### config.mk
export PLATFORM = sky130hd
export DESIGN_NAME = ex_mem
export DESIGN_NICKNAME = d
export VERILOG_FILES = /design/src/rtl/ex_mem.sv
export SDC_FILE = /design/constraint.sdc
export NUM_CORES = 1
export LEC_CHECK = 0
export CORE_AREA = 2 2 157 159
export CTS_BUF_LIST = sky130_fd_sc_hd__clkbuf_4 sky130_fd_sc_hd__clkbuf_8
export DETAILED_ROUTE_END_ITERATION = 10
export DIE_AREA = 0 0 159 161
export PLACE_DENSITY = 0.74
export SKIP_CTS_REPAIR_TIMING = 1
export SYNTH_ARGS = -nofsm -noshare
export SYNTH_HDL_FRONTEND = slang
export SYNTH_SLANG_ARGS = --single-unit
### constraint.sdc
create_clock -name clk -period 7.9 [get_ports clk]
set_clock_uncertainty 0.15 [all_clocks]
set_input_delay 1.185 -clock clk [delete_from_list [all_inputs] [get_ports clk]]
set_output_delay 1.185 -clock clk [all_outputs]
set_load 0.1 [all_outputs]
### src/rtl/ex_mem.sv
// EX/MEM pipeline register with stall/flush handling and the multi-cycle accumulator feedback path.
// Optional performance counters are enabled with the EX_MEM_PERF_EN macro.
module ex_mem (
    input  logic        clk,
    input  logic        rst,
    input  logic        stall_ex_i,
    input  logic        stall_mem_i,
    input  logic        flush_i,
    input  logic [4:0]  ex_wd_i,
    input  logic        ex_wreg_i,
    input  logic [31:0] ex_wdata_i,
    input  logic [31:0] ex_hi_i,
    input  logic [31:0] ex_lo_i,
    input  logic        ex_whilo_i,
    input  logic [63:0] ex_hilo_temp_i,
    input  logic [1:0]  ex_cnt_i,
    output logic [4:0]  mem_wd_o,
    output logic        mem_wreg_o,
    output logic [31:0] mem_wdata_o,
    output logic [31:0] mem_hi_o,
    output logic [31:0] mem_lo_o,
    output logic        mem_whilo_o,
    output logic [63:0] hilo_temp_o,
    output logic [1:0]  cnt_o,
    output logic [31:0] perf_bubble_o,
    output logic [31:0] perf_hilo_o
);

    typedef enum logic [2:0] {
        UPD_FLUSH,    // bubble, drop accumulator
        UPD_BUBBLE,   // bubble, keep accumulating
        UPD_STALL,    // hold mem_*, keep accumulating
        UPD_CAPTURE,  // normal advance
        UPD_FREEZE    // controller never issues this; hold everything
    } upd_e;

    upd_e upd;

    always_comb begin
        upd = UPD_FREEZE;
        if (flush_i) begin
            upd = UPD_FLUSH;
        end else if (stall_ex_i && !stall_mem_i) begin
            upd = UPD_BUBBLE;
        end else if (stall_ex_i && stall_mem_i) begin
            upd = UPD_STALL;
        end else if (!stall_mem_i) begin
            upd = UPD_CAPTURE;
        end
    end

    always_ff @(posedge clk or posedge rst) begin
        if (rst) begin
            mem_wd_o    <= '0;
            mem_wreg_o  <= 1'b0;
            mem_wdata_o <= '0;
            mem_hi_o    <= '0;
            mem_lo_o    <= '0;
            mem_whilo_o <= 1'b0;
        end else begin
            case (upd)
                UPD_FLUSH, UPD_BUBBLE: begin
                    mem_wd_o    <= '0;
                    mem_wreg_o  <= 1'b0;
                    mem_wdata_o <= '0;
                    mem_hi_o    <= '0;
                    mem_lo_o    <= '0;
                    mem_whilo_o <= 1'b0;
                end
                UPD_CAPTURE: begin
                    mem_wd_o    <= ex_wd_i;
                    // Writes to $0 are dropped here so later stages never see them.
                    mem_wreg_o  <= ex_wreg_i && (ex_wd_i != 5'd0);
                    mem_wdata_o <= ex_wdata_i;
                    mem_hi_o    <= ex_hi_i;
                    mem_lo_o    <= ex_lo_i;
                    mem_whilo_o <= ex_whilo_i;
                end
                default: ;
            endcase
        end
    end

    always_ff @(posedge clk or posedge rst) begin
        if (rst) begin
            hilo_temp_o <= '0;
            cnt_o       <= '0;
        end else begin
            case (upd)
                UPD_BUBBLE, UPD_STALL: begin
                    hilo_temp_o <= ex_hilo_temp_i;
                    cnt_o       <= ex_cnt_i;
                end
                UPD_FLUSH, UPD_CAPTURE: begin
                    hilo_temp_o <= '0;
                    cnt_o       <= '0;
                end
                default: ;
            endcase
        end
    end

`ifdef EX_MEM_PERF_EN
    logic [31:0] perf_bubble_q;
    logic [31:0] perf_hilo_q;

    always_ff @(posedge clk or posedge rst) begin
        if (rst) begin
            perf_bubble_q <= '0;
            perf_hilo_q   <= '0;
        end else begin
            if (upd == UPD_FLUSH || upd == UPD_BUBBLE) begin
                perf_bubble_q <= perf_bubble_q + 32'd1;
            end
            if (upd == UPD_CAPTURE && ex_whilo_i) begin
                perf_hilo_q <= perf_hilo_q + 32'd1;
            end
        end
    end

    assign perf_bubble_o = perf_bubble_q;
    assign perf_hilo_o   = perf_hilo_q;
`else
    assign perf_bubble_o = '0;
    assign perf_hilo_o   = '0;
`endif

endmodule

==> results.py, run 1 <==
metrics = {
    "layout": {
        "finalNonFillerCells": 1121,
        "final_cell_mix": "clkdlybuf4s50_1 (342), dfrtp_1 (169), a22o_1 (168), conb_1 (64), clkbuf_8 (17)",
        "layout_commonest_cell": "clkdlybuf4s50_1",
        "drive_gt1_share_pct": 5.402,
        "fin_area_um2": 10440,
        "area_growth_pct": 60.02,
        "nets": 960,
    },
    "routing": {
        "viasPerCell": 4.419,
        "first_iter_violations": 260,
        "drc": 0,
        "first_pass_iters": 4,
        "drt-wirelength-per-cell_um": 16.68,
        "via_count": 4954,
        "wirelength_um": 18700,
        "postRouteAntennaNets": 0,
    },
    "logic_synthesis": {
        "synthesis.area_um2": 6525,
        "ys_ff_latch": 169,
        "ys_warn_count": 0,
        "syn_inst": 455,
        "synth_seq_area_share_pct": 64.81,
        "avgSynthCellArea_um2": 14.34,
        "synth_cell_types": 19,
    },
    "sta": {
        "period_share_pct": 42.57,
        "holdWs_ns": 0.3536,
        "setup_viol": 0,
        "rsz0062_at_grt": "no",
        "fmax_mhz": 297.4,
        "fin_tns_setup_ns": 0,
        "tightest_slew_ns": 1.034,
        "finalMaxSlewViolations": 0,
        "layout_min_cycle_time_ns": 3.363,
        "hold_viol": 0,
        "max-slew-margin-rel_pct": 30.84,
    },
    "clock_tree": {
        "clkSinkCount": 169,
        "ctsHtreeMaxLevel": 4,
        "cts_root_buffer": "clkbuf_8",
        "clockBufferDepth": 2,
        "path_clk_slew_ns": 0.08,
        "cts_tree": "built",
        "numCtsBuffers": 17,
        "clkLatencyLatePin_ns": 0.42,
    },
    "worst_setup_path": {
        "crit_required_ns": 8.11,
        "cp_max_fo": 81,
        "arrival_ns": 3.58,
        "crit_path_end_kind": "register",
        "worst_setup_path_start_kind": "input pin",
        "criticalPathCategory": "input pin to register",
    },
    "floorplan": {
        "ioPinCount": 407,
        "rows": 57,
        "coreArea_um2": 23960,
        "dieArea_um2": 25600,
        "fp.dieH_um": 161,
        "die_w_um": 159,
        "initial_utilization_pct": 27.23,
    },
    "job": {
        "maxCapViolCount": 0,
    },
    "global_routing": {
        "grt_pass1_wl_um": 28500,
        "grt_start_max_net_pins": 100,
        "grt_usage_pct": 14.05,
        "grt_overflow": 0,
        "grt_pass1_vias": 4964,
        "antenna_found_initial": 1,
    },
    "placed_design": {
        "placed_cell_area_um2": 9977,
        "dp.cells": 1089,
        "place_hpwl_um": 13230,
        "gp_congestion": 0.7739,
        "io_buffers": 342,
    },
    "hold_path": {
        "hold_class": "register to register",
    },
    "power_and_ir_drop": {
        "p_leak_nw": 4.664,
        "power_frac_seq_pct": 39.7,
        "power_density_nw_per_um2": 223.6,
        "peakVddDrop_mv": 0.1183,
        "p_clk_share_pct": 30.9,
        "p_int_mw": 1.463,
        "power_frac_comb_pct": 29.5,
        "power_mw": 2.334,
        "switchingPower_mw": 0.8714,
        "p_sw_share_pct": 37.33,
    },
    "status": {
        "status": "finished, final reports clean",
    },
}
sequential cells by signal, indices dropped and copies added (netlist names):
register / flops
mem_wreg_o: 1
mem_wd_o: 5
mem_lo_o: 32
mem_hi_o: 32
mem_wdata_o: 32
mem_whilo_o: 1
cnt_o: 2
hilo_temp_o: 64
path summary, 6_finish.rpt:
path | from | end | slack, ns | depth (start not counted)
setup / recovery | stall_mem_i | mem_lo_o[24] | 4.54 | 4
max in group asynchronous | rst | mem_wdata_o[25] | 4.95 | 3
setup reg to reg | mem_wdata_o[11] | mem_wdata_o[11] | 7.01 | 1
hold / removal | hilo_temp_o[16] | hilo_temp_o[16] | 0.35 | 1
min in group asynchronous | rst | hilo_temp_o[39] | 1.14 | 2
hold reg to reg | hilo_temp_o[16] | hilo_temp_o[16] | 0.35 | 1
stage by stage:
| step | util (%) | setup WS, ns |
|---|---|---|
| CTS | 43.56 | 4.508 |
| detailed placement | 41.64 | 4.107 |
| finish | 43.57 | 4.537 |
| global route | 43.57 | 4.459 |
| global placement | 41.64 | 4.142 |
| floorplan | - | 1.990 |
per-layer routing:
metal	share of wire, %	up-vias	GRT usage, %
li1	-	2223	-
met1	42	2471	17.45
met2	48	245	22.81
met3	8.4	15	5.008
met4	1.7	0	4.835
met5	0	-	0
kinds of logic (layout without fill, tap and decap cells):
kind of cell    after synthesis  in the layout  synth area share [%]
other cells                   1             65               0.05747
fa+ha+maj                     2              2                0.3834
simple gates                  8              8                0.8244
buf+inv                     104            382                 10.93
flops                       169            169                 64.81
compound gates              171            171                 22.99
synth_stat cells, drive strengths merged:
cell type  count  share of area, %
a22o         168                23
a32o           1              0.15
buf           94                10
clkbuf         7              0.40
conb           1             0.057
dfrtp        169                65
ha             2              0.38
inv            3              0.17
nand2          1             0.057
nand2b         1             0.096
nor2           1             0.057
nor2b          2              0.19
nor3           2              0.23
nor3b          1              0.19
o21ba          1              0.15
o2bb2ai        1              0.13
power by group through the flow:
stage | Clock (mW) | Combinational, mW | Sequential, mW
2_1_floorplan | 0 | 0.237 | 1.22
3_3_place_gp | 0 | 0.687 | 0.941
3_5_place_dp | 0 | 0.690 | 0.941
4_1_cts | 0.749 | 0.691 | 0.926
5_1_grt | 0.779 | 0.708 | 0.931
6_report | 0.721 | 0.688 | 0.926
layout make-up:
cell class / count / area (µm²)
tap: 324 / 405.4
fill: 2269 / 13520
antenna: 1 / 2.502
timing repair buffer: 348 / 3468
clock inverter: 12 / 212.7
sequential: 169 / 4229
multi-input combinational: 245 / 1858
inverter: 3 / 16.27
clock buffer: 19 / 249.0
critical path, cell delays in order:
cell and delay (ns):
clkdlybuf4s50_1 0.59, nor2b_4 0.65, buf_4 0.76, a22o_1 0.27
(Power assumes the default switching activity.)
==> run 2, diff against run 1 <==
==> constraint.sdc (replaced) <==
create_clock -name clk -period 3.4 [get_ports clk]
set_clock_uncertainty 0.15 [all_clocks]
set_input_delay 0.51 -clock clk [delete_from_list [all_inputs] [get_ports clk]]
set_output_delay 0.51 -clock clk [all_outputs]
set_load 0.1 [all_outputs]
==> results.py, run 2 (synthesis gave the netlist of run 1 again) <==
metrics = {
    "floorplan": {
        "die_w_um": 159,
        "coreArea_um2": 23960,
        "rows": 57,
        "dieArea_um2": 25600,
        "ioPinCount": 407,
        "initial_utilization_pct": 27.23,
        "fp.dieH_um": 161,
    },
    "routing": {
        "dr.max_layer_used": "met4",
        "viasPerCell": 4.419,
        "wl_met1_um": 7886,
        "met2_length_um": 9293,
        "postRouteAntennaNets": 0,
        "first_pass_iters": 6,
        "first_iter_violations": 282,
        "drc": 0,
        "dr_wl_met3_um": 1218,
        "drt-wirelength-per-cell_um": 16.67,
        "wirelength_um": 18650,
        "via_count": 4945,
    },
    "hold_path": {
        "hold_class": "input pin to asynchronous set/reset pin",
    },
    "status": {
        "status": "finished, final reports clean",
    },
    "worst_setup_path": {
        "critical-path-top-delay-family": "buffers and inverters",
        "cp_max_fo": 2,
        "crit_slowest_cell": "clkdlybuf4s50_1",
        "crit_path_end_kind": "primary output",
        "worst_setup_path_start_kind": "register",
        "max_stage_delay_ns": 1.15,
        "crit_required_ns": 2.74,
        "criticalPathCategory": "register to primary output",
        "arrival_ns": 1.97,
        "critPathBufInv": 1,
        "crit_chain": "clkdlybuf4s50_1",
    },
    "clock_tree": {
        "numCtsBuffers": 17,
        "cts_tree": "built",
        "ctsHtreeMaxLevel": 4,
        "path_clk_slew_ns": 0.10,
        "clockBufferDepth": 2,
        "clkSinkCount": 169,
        "cts_root_buffer": "clkbuf_8",
        "clkLatencyLatePin_ns": 0.42,
    },
    "layout": {
        "final_cell_mix": "clkdlybuf4s50_1 (270), dfrtp_1 (169), a22o_1 (168), buf_4 (72), conb_1 (64)",
        "layout_commonest_cell": "clkdlybuf4s50_1",
        "top_register": "hilo_temp_o",
        "largest_reg_flops": 64,
        "area_growth_pct": 57.18,
        "antenna-diode-count": 0,
        "drive_gt1_share_pct": 14.34,
        "fin_util_pct": 42.80,
        "finalNonFillerCells": 1119,
        "nets": 960,
    },
    "placed_design": {
        "gp_congestion": 0.7413,
        "dp.cells": 1089,
        "io_buffers": 342,
        "place_ws_ns": 0.5314,
        "place_hpwl_um": 13210,
    },
    "power_and_ir_drop": {
        "power_density_nw_per_um2": 503.9,
        "power_mw": 5.168,
        "p_leak_nw": 4.781,
        "peakVddDrop_mv": 0.2048,
    },
    "sta": {
        "layout_min_cycle_time_ns": 2.628,
        "setup_viol": 0,
        "fmax_mhz": 380.5,
        "tightest_slew_ns": 1.004,
        "max-slew-margin-rel_pct": 32.84,
        "finalMaxSlewViolations": 0,
        "hold_viol": 0,
        "fin_tns_setup_ns": 0,
        "setup_slack_ns": 0.7716,
        "rsz0062_at_grt": "no",
        "period_share_pct": 77.31,
    },
    "job": {
        "maxCapViolCount": 0,
    },
    "global_routing": {
        "antenna_found_initial": 0,
        "grt_overflow": 0,
        "grt_pass1_wl_um": 28920,
        "grt_usage_pct": 14.16,
        "grt_pass1_vias": 5080,
        "grt_start_max_net_pins": 104,
    },
}
## run 2: cell type report
class / instances / area (µm²)
clock buffer: 18 / 241.5
multi-input combinational: 245 / 1858
sequential: 169 / 4229
inverter: 3 / 15.01
fill: 2263 / 13710
clock inverter: 12 / 143.9
timing repair buffer: 348 / 3363
tap: 324 / 405.4
## run 2: stage by stage
| stage | instance area (µm²) | hold WS [ns] |
|---|---|---|
| after CTS | 10260 | 0.2845 |
| after global routing | 10260 | 0.3078 |
| after global placement | 9871 | 0.3321 |
| after floorplan | 6765 | 0.4925 |
| final | 10260 | 0.3110 |
| after detailed placement | 9871 | 0.3313 |
## run 2: layer usage
metal | GRT usage [%] | up-vias
met4 | 3.967 | 0
met3 | 4.391 | 13
met2 | 23.75 | 214
met1 | 17.75 | 2492
li1 | - | 2226
met5 | 0 | -
## run 2: power by group
group          internal, mW  switching (mW)  leakage [nW]
Sequential             2.10          0.0541          2.31
Combinational         0.395            1.20          2.28
Clock                 0.666           0.755         0.186
## run 2: worst paths after layout
| check | to | slack (ns) | cells after the start | startpoint |
|---|---|---|---|---|
| worst max register to register | mem_lo_o[19] | 2.51 | 1 | mem_lo_o[19] |
| worst min-delay path | hilo_temp_o[2] | 0.31 | 2 | rst |
| worst min register to register | hilo_temp_o[21] | 0.35 | 1 | hilo_temp_o[21] |
| max in group asynchronous | mem_hi_o[26] | 2.02 | 3 | rst |
| min in group clk | hilo_temp_o[21] | 0.35 | 1 | hilo_temp_o[21] |
| worst max-delay path | mem_wdata_o[9] | 0.77 | 1 | mem_wdata_o[9] |
